==> src/rtl/fcs_pkg.sv <==
// rtl/fcs_pkg.sv - shared encodings and defaults for the fire control sequencer
package fcs_pkg;

   // Sequencer state encodings (FCS_state output values)
   localparam logic [2:0] ST_IDLE     = 3'd0;
   localparam logic [2:0] ST_SEARCH   = 3'd1;
   localparam logic [2:0] ST_TRACK    = 3'd2;
   localparam logic [2:0] ST_ENGAGE   = 3'd3;
   localparam logic [2:0] ST_COOLDOWN = 3'd4;
   localparam logic [2:0] ST_LOCKOUT  = 3'd5;

   // Tracking unit reports idle with this code; scans are only issued then
   localparam logic [1:0] ARTAU_IDLE = 2'b00;

   // Default parameter values
   localparam int DEF_SCAN_PERIOD     = 50;
   localparam int DEF_LOCK_CYCLES     = 3;
   localparam int DEF_COOLDOWN_CYCLES = 20;
   localparam int DEF_MAX_ROUNDS      = 4;

   // Width of the shared scan/cooldown timer
   localparam int TMR_W = 16;

   // A timer that starts at 0 and must span N cycles stops at N-1
   function automatic logic [TMR_W-1:0] term_count(input int cycles);
      return TMR_W'(cycles - 1);
   endfunction

endpackage

==> src/rtl/fcs_timer.sv <==
// rtl/fcs_timer.sv - saturating cycle timer with clear, enable and terminal compare
module fcs_timer
   import fcs_pkg::*;
#(
   parameter int W = TMR_W
) (
   input  logic         CLK,
   input  logic         RST,
   input  logic         i_clear,
   input  logic         i_enable,
   input  logic [W-1:0] i_terminal,
   output logic         o_done
);

   logic [W-1:0] r_count;
   logic         w_done;

   // Terminal reached (>= tolerates a terminal value lowered while counting)
   assign w_done = (r_count >= i_terminal);
   assign o_done = w_done;

   // Count up to the terminal value and hold there until cleared
   always_ff @(posedge CLK) begin
      if (RST) begin
         r_count <= '0;
      end else if (i_clear) begin
         r_count <= '0;
      end else if (i_enable && !w_done) begin
         r_count <= r_count + 1'b1;
      end
   end

endmodule

==> src/rtl/fire_control_sequencer.sv <==
// rtl/fire_control_sequencer.sv - search/track/engage sequencer for the weapon fire request
module fire_control_sequencer
   import fcs_pkg::*;
#(
   parameter int SCAN_PERIOD     = DEF_SCAN_PERIOD,
   parameter int LOCK_CYCLES     = DEF_LOCK_CYCLES,
   parameter int COOLDOWN_CYCLES = DEF_COOLDOWN_CYCLES,
   parameter int MAX_ROUNDS      = DEF_MAX_ROUNDS
) (
   input  logic        CLK,
   input  logic        RST,
   input  logic        master_arm,
   input  logic        threat_detected,
   input  logic        safe_to_engage,
   input  logic        emergency_landing_alert,
   input  logic [1:0]  ARTAU_state,
   input  logic [31:0] distance_to_target,
   input  logic [31:0] min_engage_distance,
   input  logic        fire_ack,
   output logic        scan_for_target,
   output logic        fire_request,
   output logic        engagement_abort,
   output logic [2:0]  rounds_remaining,
   output logic [2:0]  lock_count,
   output logic [2:0]  FCS_state
);

   localparam logic [2:0]       LOCK_MAX   = 3'(LOCK_CYCLES);
   localparam logic [2:0]       ROUNDS_MAX = 3'(MAX_ROUNDS);
   localparam logic [TMR_W-1:0] SCAN_TERM  = term_count(SCAN_PERIOD);
   localparam logic [TMR_W-1:0] COOL_TERM  = term_count(COOLDOWN_CYCLES);

   logic [2:0]       r_state;
   logic [2:0]       r_lock;
   logic [2:0]       r_rounds;
   logic             r_fire;
   logic             r_scan;
   logic             r_abort;

   logic [2:0]       w_next_state;
   logic [2:0]       w_next_lock;
   logic [2:0]       w_next_rounds;
   logic             w_next_fire;
   logic             w_scan_fire;
   logic             w_abort;
   logic             w_global_exit;
   logic             w_qualify;
   logic [3:0]       w_lock_inc;
   logic             w_tmr_clear;
   logic             w_tmr_done;
   logic [TMR_W-1:0] w_tmr_term;

   assign w_global_exit = (r_state != ST_IDLE) && (emergency_landing_alert || !master_arm);
   assign w_qualify     = threat_detected && safe_to_engage &&
                          (distance_to_target >= min_engage_distance);
   assign w_lock_inc    = {1'b0, r_lock} + 4'd1;

   // One timer serves both SEARCH (scan period) and COOLDOWN; it restarts on every
   // state change and after each scan, and is held at zero in other states
   assign w_tmr_term  = (r_state == ST_COOLDOWN) ? COOL_TERM : SCAN_TERM;
   assign w_tmr_clear = (w_next_state != r_state) || w_scan_fire ||
                        !((r_state == ST_SEARCH) || (r_state == ST_COOLDOWN));

   fcs_timer #(
      .W (TMR_W)
   ) u_timer (
      .CLK        (CLK),
      .RST        (RST),
      .i_clear    (w_tmr_clear),
      .i_enable   (1'b1),
      .i_terminal (w_tmr_term),
      .o_done     (w_tmr_done)
   );

   // Next-state and next-output decode; arm/alert override everything outside IDLE
   always_comb begin
      w_next_state  = r_state;
      w_next_lock   = r_lock;
      w_next_rounds = r_rounds;
      w_next_fire   = r_fire;
      w_scan_fire   = 1'b0;
      w_abort       = 1'b0;
      if (w_global_exit) begin
         w_next_state  = ST_IDLE;
         w_next_lock   = 3'd0;
         w_next_rounds = ROUNDS_MAX;
         w_next_fire   = 1'b0;
         w_abort       = (r_state == ST_ENGAGE);
      end else begin
         case (r_state)
            ST_IDLE: begin
               w_next_lock   = 3'd0;
               w_next_rounds = ROUNDS_MAX;
               w_next_fire   = 1'b0;
               if (master_arm && !emergency_landing_alert) begin
                  w_next_state = ST_SEARCH;
               end
            end
            ST_SEARCH: begin
               if (threat_detected) begin
                  w_next_state = ST_TRACK;
                  w_next_lock  = 3'd0;
               end else if (w_tmr_done && (ARTAU_state == ARTAU_IDLE)) begin
                  w_scan_fire = 1'b1;
               end
            end
            ST_TRACK: begin
               if (!threat_detected) begin
                  w_next_state = ST_SEARCH;
                  w_next_lock  = 3'd0;
               end else if (w_qualify) begin
                  if (w_lock_inc >= {1'b0, LOCK_MAX}) begin
                     w_next_lock  = LOCK_MAX;
                     w_next_state = ST_ENGAGE;
                     w_next_fire  = 1'b1;
                  end else begin
                     w_next_lock = w_lock_inc[2:0];
                  end
               end
            end
            ST_ENGAGE: begin
               // An acknowledge in the same cycle as a safety drop still counts the round
               if (fire_ack) begin
                  w_next_rounds = r_rounds - 3'd1;
                  w_next_fire   = 1'b0;
                  w_next_state  = (r_rounds == 3'd1) ? ST_LOCKOUT : ST_COOLDOWN;
               end else if (!safe_to_engage) begin
                  w_abort      = 1'b1;
                  w_next_state = ST_SEARCH;
                  w_next_lock  = 3'd0;
                  w_next_fire  = 1'b0;
               end else begin
                  w_next_fire = 1'b1;
               end
            end
            ST_COOLDOWN: begin
               if (w_tmr_done) begin
                  w_next_lock  = 3'd0;
                  w_next_state = threat_detected ? ST_TRACK : ST_SEARCH;
               end
            end
            ST_LOCKOUT: begin
               w_next_fire = 1'b0;
            end
            default: begin
               w_next_state = ST_IDLE;
               w_next_fire  = 1'b0;
            end
         endcase
      end
   end

   // State and registered outputs; reset forces IDLE without an abort pulse
   always_ff @(posedge CLK) begin
      if (RST) begin
         r_state  <= ST_IDLE;
         r_lock   <= 3'd0;
         r_rounds <= ROUNDS_MAX;
         r_fire   <= 1'b0;
         r_scan   <= 1'b0;
         r_abort  <= 1'b0;
      end else begin
         r_state  <= w_next_state;
         r_lock   <= w_next_lock;
         r_rounds <= w_next_rounds;
         r_fire   <= w_next_fire;
         r_scan   <= w_scan_fire;
         r_abort  <= w_abort;
      end
   end

   assign scan_for_target  = r_scan;
   assign fire_request     = r_fire;
   assign engagement_abort = r_abort;
   assign rounds_remaining = r_rounds;
   assign lock_count       = r_lock;
   assign FCS_state        = r_state;

endmodule

==> config.mk <==
export PLATFORM = sky130hd
export DESIGN_NAME = fire_control_sequencer
export DESIGN_NICKNAME = d
export VERILOG_FILES = /design/src/rtl/fcs_pkg.sv /design/src/rtl/fcs_timer.sv /design/src/rtl/fire_control_sequencer.sv
export SDC_FILE = /design/constraint.sdc
export NUM_CORES = 1
export LEC_CHECK = 0
export CAP_MARGIN = 20
export CELL_PAD_IN_SITES_DETAIL_PLACEMENT = 1
export CELL_PAD_IN_SITES_GLOBAL_PLACEMENT = 2
export CORE_ASPECT_RATIO = 0.9
export CORE_UTILIZATION = 23
export DETAILED_ROUTE_END_ITERATION = 10
export PLACE_DENSITY = 0.86
export SYNTH_ARGS = -nofsm -noshare
export SYNTH_HDL_FRONTEND = slang
export SYNTH_SLANG_ARGS = --single-unit
==> constraint.sdc <==
create_clock -name CLK -period 4.15 [get_ports CLK]
set_input_delay 0.83 -clock CLK [delete_from_list [all_inputs] [get_ports CLK]]
set_output_delay 0.83 -clock CLK [all_outputs]
set_load 0.1 [all_outputs]
==> flow_metrics.env <==
export IMPL_die_x_um=107.4
export IMPL_maxSlewViolCount=0
export IMPL_ys_flop_type="dfxtp_1"
export IMPL_crit_slowest_cell="clkdlybuf4s50_1"
export IMPL_setup_viol=0
export IMPL_grt_pass1_vias=2335
export IMPL_max_vdd_ir_drop_v=0.0001118
export IMPL_area_growth_pct=45.41
export IMPL_crit_path_start_kind="flip-flop"
export IMPL_critPathTopFamily="buffers and inverters"
export IMPL_arrival_ps=2290
export IMPL_p_leak_nw=1.433
export IMPL_grt_max_degree=19
export IMPL_fillCellCount=1169
export IMPL_gp_congestion=0.7842
export IMPL_min_from="u_timer.r_count[11]"
export IMPL_p_per_area_nw_per_um2=196.3
export IMPL_viasPerCell=4.592
export IMPL_cp_num_cells=1
export IMPL_clk_pin_slew_ps=100
export IMPL_yosysSeqAreaShare_pct=24.36
export IMPL_fin_area_um2=3346
export IMPL_synth_distinct_cells=53
export IMPL_drive_above_1_share_pct=3.743
export IMPL_timing_rr_end="u_timer.r_count[3]"
export IMPL_grt_ovfl_total=0
export IMPL_cp_data_required_time_ps=3320
export IMPL_rows=34
export IMPL_cts_hold_buf=0
export IMPL_crit_buf_inv=1
export IMPL_htree_levels=1
export IMPL_clk_latency_ps=280
export IMPL_die_area_um2=10410
export IMPL_vias=2296
export IMPL_firstDrtPassIters=4
export IMPL_max_slew_margin_rel_pct=32.90
export IMPL_p_total_uw=656.7
export IMPL_clockBufferDepth=2
export IMPL_hold_violations=0
export IMPL_first_iter_violations=49
export IMPL_clock_sinks=28
export IMPL_outcome="completed"
export IMPL_cap_violations=0
export IMPL_tightest_slew_ps=1003
export IMPL_grt_usage_pct=13.22
export IMPL_grt_pass1_wl_um=11150
export IMPL_crit_chain="clkdlybuf4s50_1"
export IMPL_post_synth_inst_count=292
export IMPL_cts_repair_resized=0
export IMPL_critPathMaxFanout=18
export IMPL_hold_end="u_timer.r_count[11]"
export IMPL_start_util_pct=23.72
export IMPL_routed_wl_um=6743
export IMPL_cts_tree="yes"
export IMPL_critPathMaxStageDelay_ps=1260
export IMPL_wl_per_cell_um=13.49
export IMPL_syn_avg_cell_area_um2=7.880
export IMPL_dpl_cell_area_um2=3274
export IMPL_synthesis_area_um2=2301
export IMPL_rrSetupSlack_ps=1260
export IMPL_worstRegToRegCells=9
export IMPL_r2r_start="FCS_state[0]"
export IMPL_path_class="flip-flop to primary output"
export IMPL_die_h_um=96.89
export IMPL_max_freq_mhz=320.6
export IMPL_crit_path_end_kind="primary output"
export IMPL_cts_made_buffers=3
export IMPL_synth_warnings=0
export IMPL_core_area_um2=9699
export IMPL_hpwlAfterDp_um=5754
export IMPL_tns_ps=0
export IMPL_ys_ff_latch=28
export IMPL_port_buffers=84
export IMPL_async_flop_share_pct=0
export IMPL_rsz0062_at_grt="false"
export IMPL_drc=0
export IMPL_antenna_cells=0
export IMPL_layout_nets=487
export IMPL_skew_ps=3.878
export IMPL_holdCritPathClass="flip-flop to flip-flop"
export IMPL_boundaryPins=85
export IMPL_synth_edf_count=0
export IMPL_min_path_cells=1
export IMPL_fin_crit_sh_pct=75.16
export IMPL_cts_root_buf="clkbuf_8"
export IMPL_antenna_found_initial=0
export IMPL_final_antenna_net_count=0
export IMPL_syn_nets=404
export IMPL_cts_setup_buffers=0
export IMPL_min_period_ps=3119
[metal layers]
layer	global-route usage [%]	wire, um	vias to the layer above
met4	2.529	43	0
li1	-	-	1174
met3	1.078	241	4
met1	17.82	3117	1078
met2	22.93	3341	40
met5	0	0	-
[synth_stat cells, drive strengths merged (3+ instances only)]
master  number  area share, %
dfxtp       28             24
a211oi       4            1.8
o21ai       15            3.3
a31oi        4            1.7
nor2        26            4.2
clkbuf       4           0.65
nor2b        3           0.82
or2          3           0.82
inv         44            7.2
xnor2        3            1.1
nand2       27            4.4
xor2         3            1.1
and2        11            3.0
nand4        6            1.6
nor4         4            1.6
ha          39             21
nand3        4           0.87
nand2b       5            1.4
nor3         5            1.1
a21oi       24            5.4
[sequential cells by signal (all words and copies together), names as in the netlist]
name / count
u_timer.r_count: 16
FCS_state: 3
lock_count: 3
rounds_remaining: 3
engagement_abort: 1
fire_request: 1
scan_for_target: 1
[final cells by class]
class | count | area, um2 | share of cell area [%]
multi-input cells | 214 | 1550 | 46.34
flip-flops and latches | 28 | 560.5 | 16.75
repair buffers | 84 | 840.8 | 25.13
inverters | 44 | 165.2 | 4.936
well taps | 126 | 157.7 | 4.712
clock inverters | 1 | 30.03 | 0.8975
clock buffers | 3 | 41.29 | 1.234
[through the flow]
stage / setup slack, ps / cells / util [%] / hold slack (ps)
floorplan: 1015 / 292 / - / 431.1
global placement: 996.9 / 496 / 33.76 / 443.8
detailed placement: 951.8 / 496 / 33.76 / 458.4
CTS: 1029 / 500 / 34.49 / 483.0
global route: 958.8 / 500 / 34.49 / 501.7
finish: 1031 / 500 / 34.49 / 477.1
[how the worst max path moves through the flow]
stage,start,to,slack (ps)
4_1_cts,FCS_state[0],FCS_state[0],1030
6_report,FCS_state[0],FCS_state[0],1030
2_1_floorplan,FCS_state[1],u_timer.r_count[0],1010
3_3_place_gp,min_engage_distance[11],lock_count[1],1000
5_1_grt,FCS_state[0],FCS_state[0],960
3_5_place_dp,min_engage_distance[11],lock_count[1],950
[cells in the final DEF, fill, tap and decap left out, types with 3 or more instances in the layout]
cell              n
clkbuf_8          3
nor3_1            5
clkdlybuf4s50_1  84
and2_1           11
xor2_1            3
nor2b_1           3
nand3_1           4
nor2_1           26
a211oi_1          3
inv_1            44
ha_1             39
xnor2_1           3
dfxtp_1          28
a31oi_1           3
o21ai_0          14
nand2_1          27
nand2b_1          5
a21oi_1          23
nand4_1           6
[report_power, final]
part           switching, mW  total [mW]  internal (mW)
combinational         0.0698       0.166         0.0967
clock                 0.0884       0.218          0.129
sequential           0.00347       0.273          0.269
[cell families (layout without fill, tap and decap cells)]
logic type,after synthesis,in the layout,synth area share (%)
compound gates,67,67,21.26
flops,28,28,24.36
xor+xnor,6,6,2.284
simple gates,101,101,22.19
mux,1,1,0.4350
fa+ha+maj,39,39,21.21
buf+inv,50,132,8.265
Note: power is estimated with default switching activity, not from simulation.
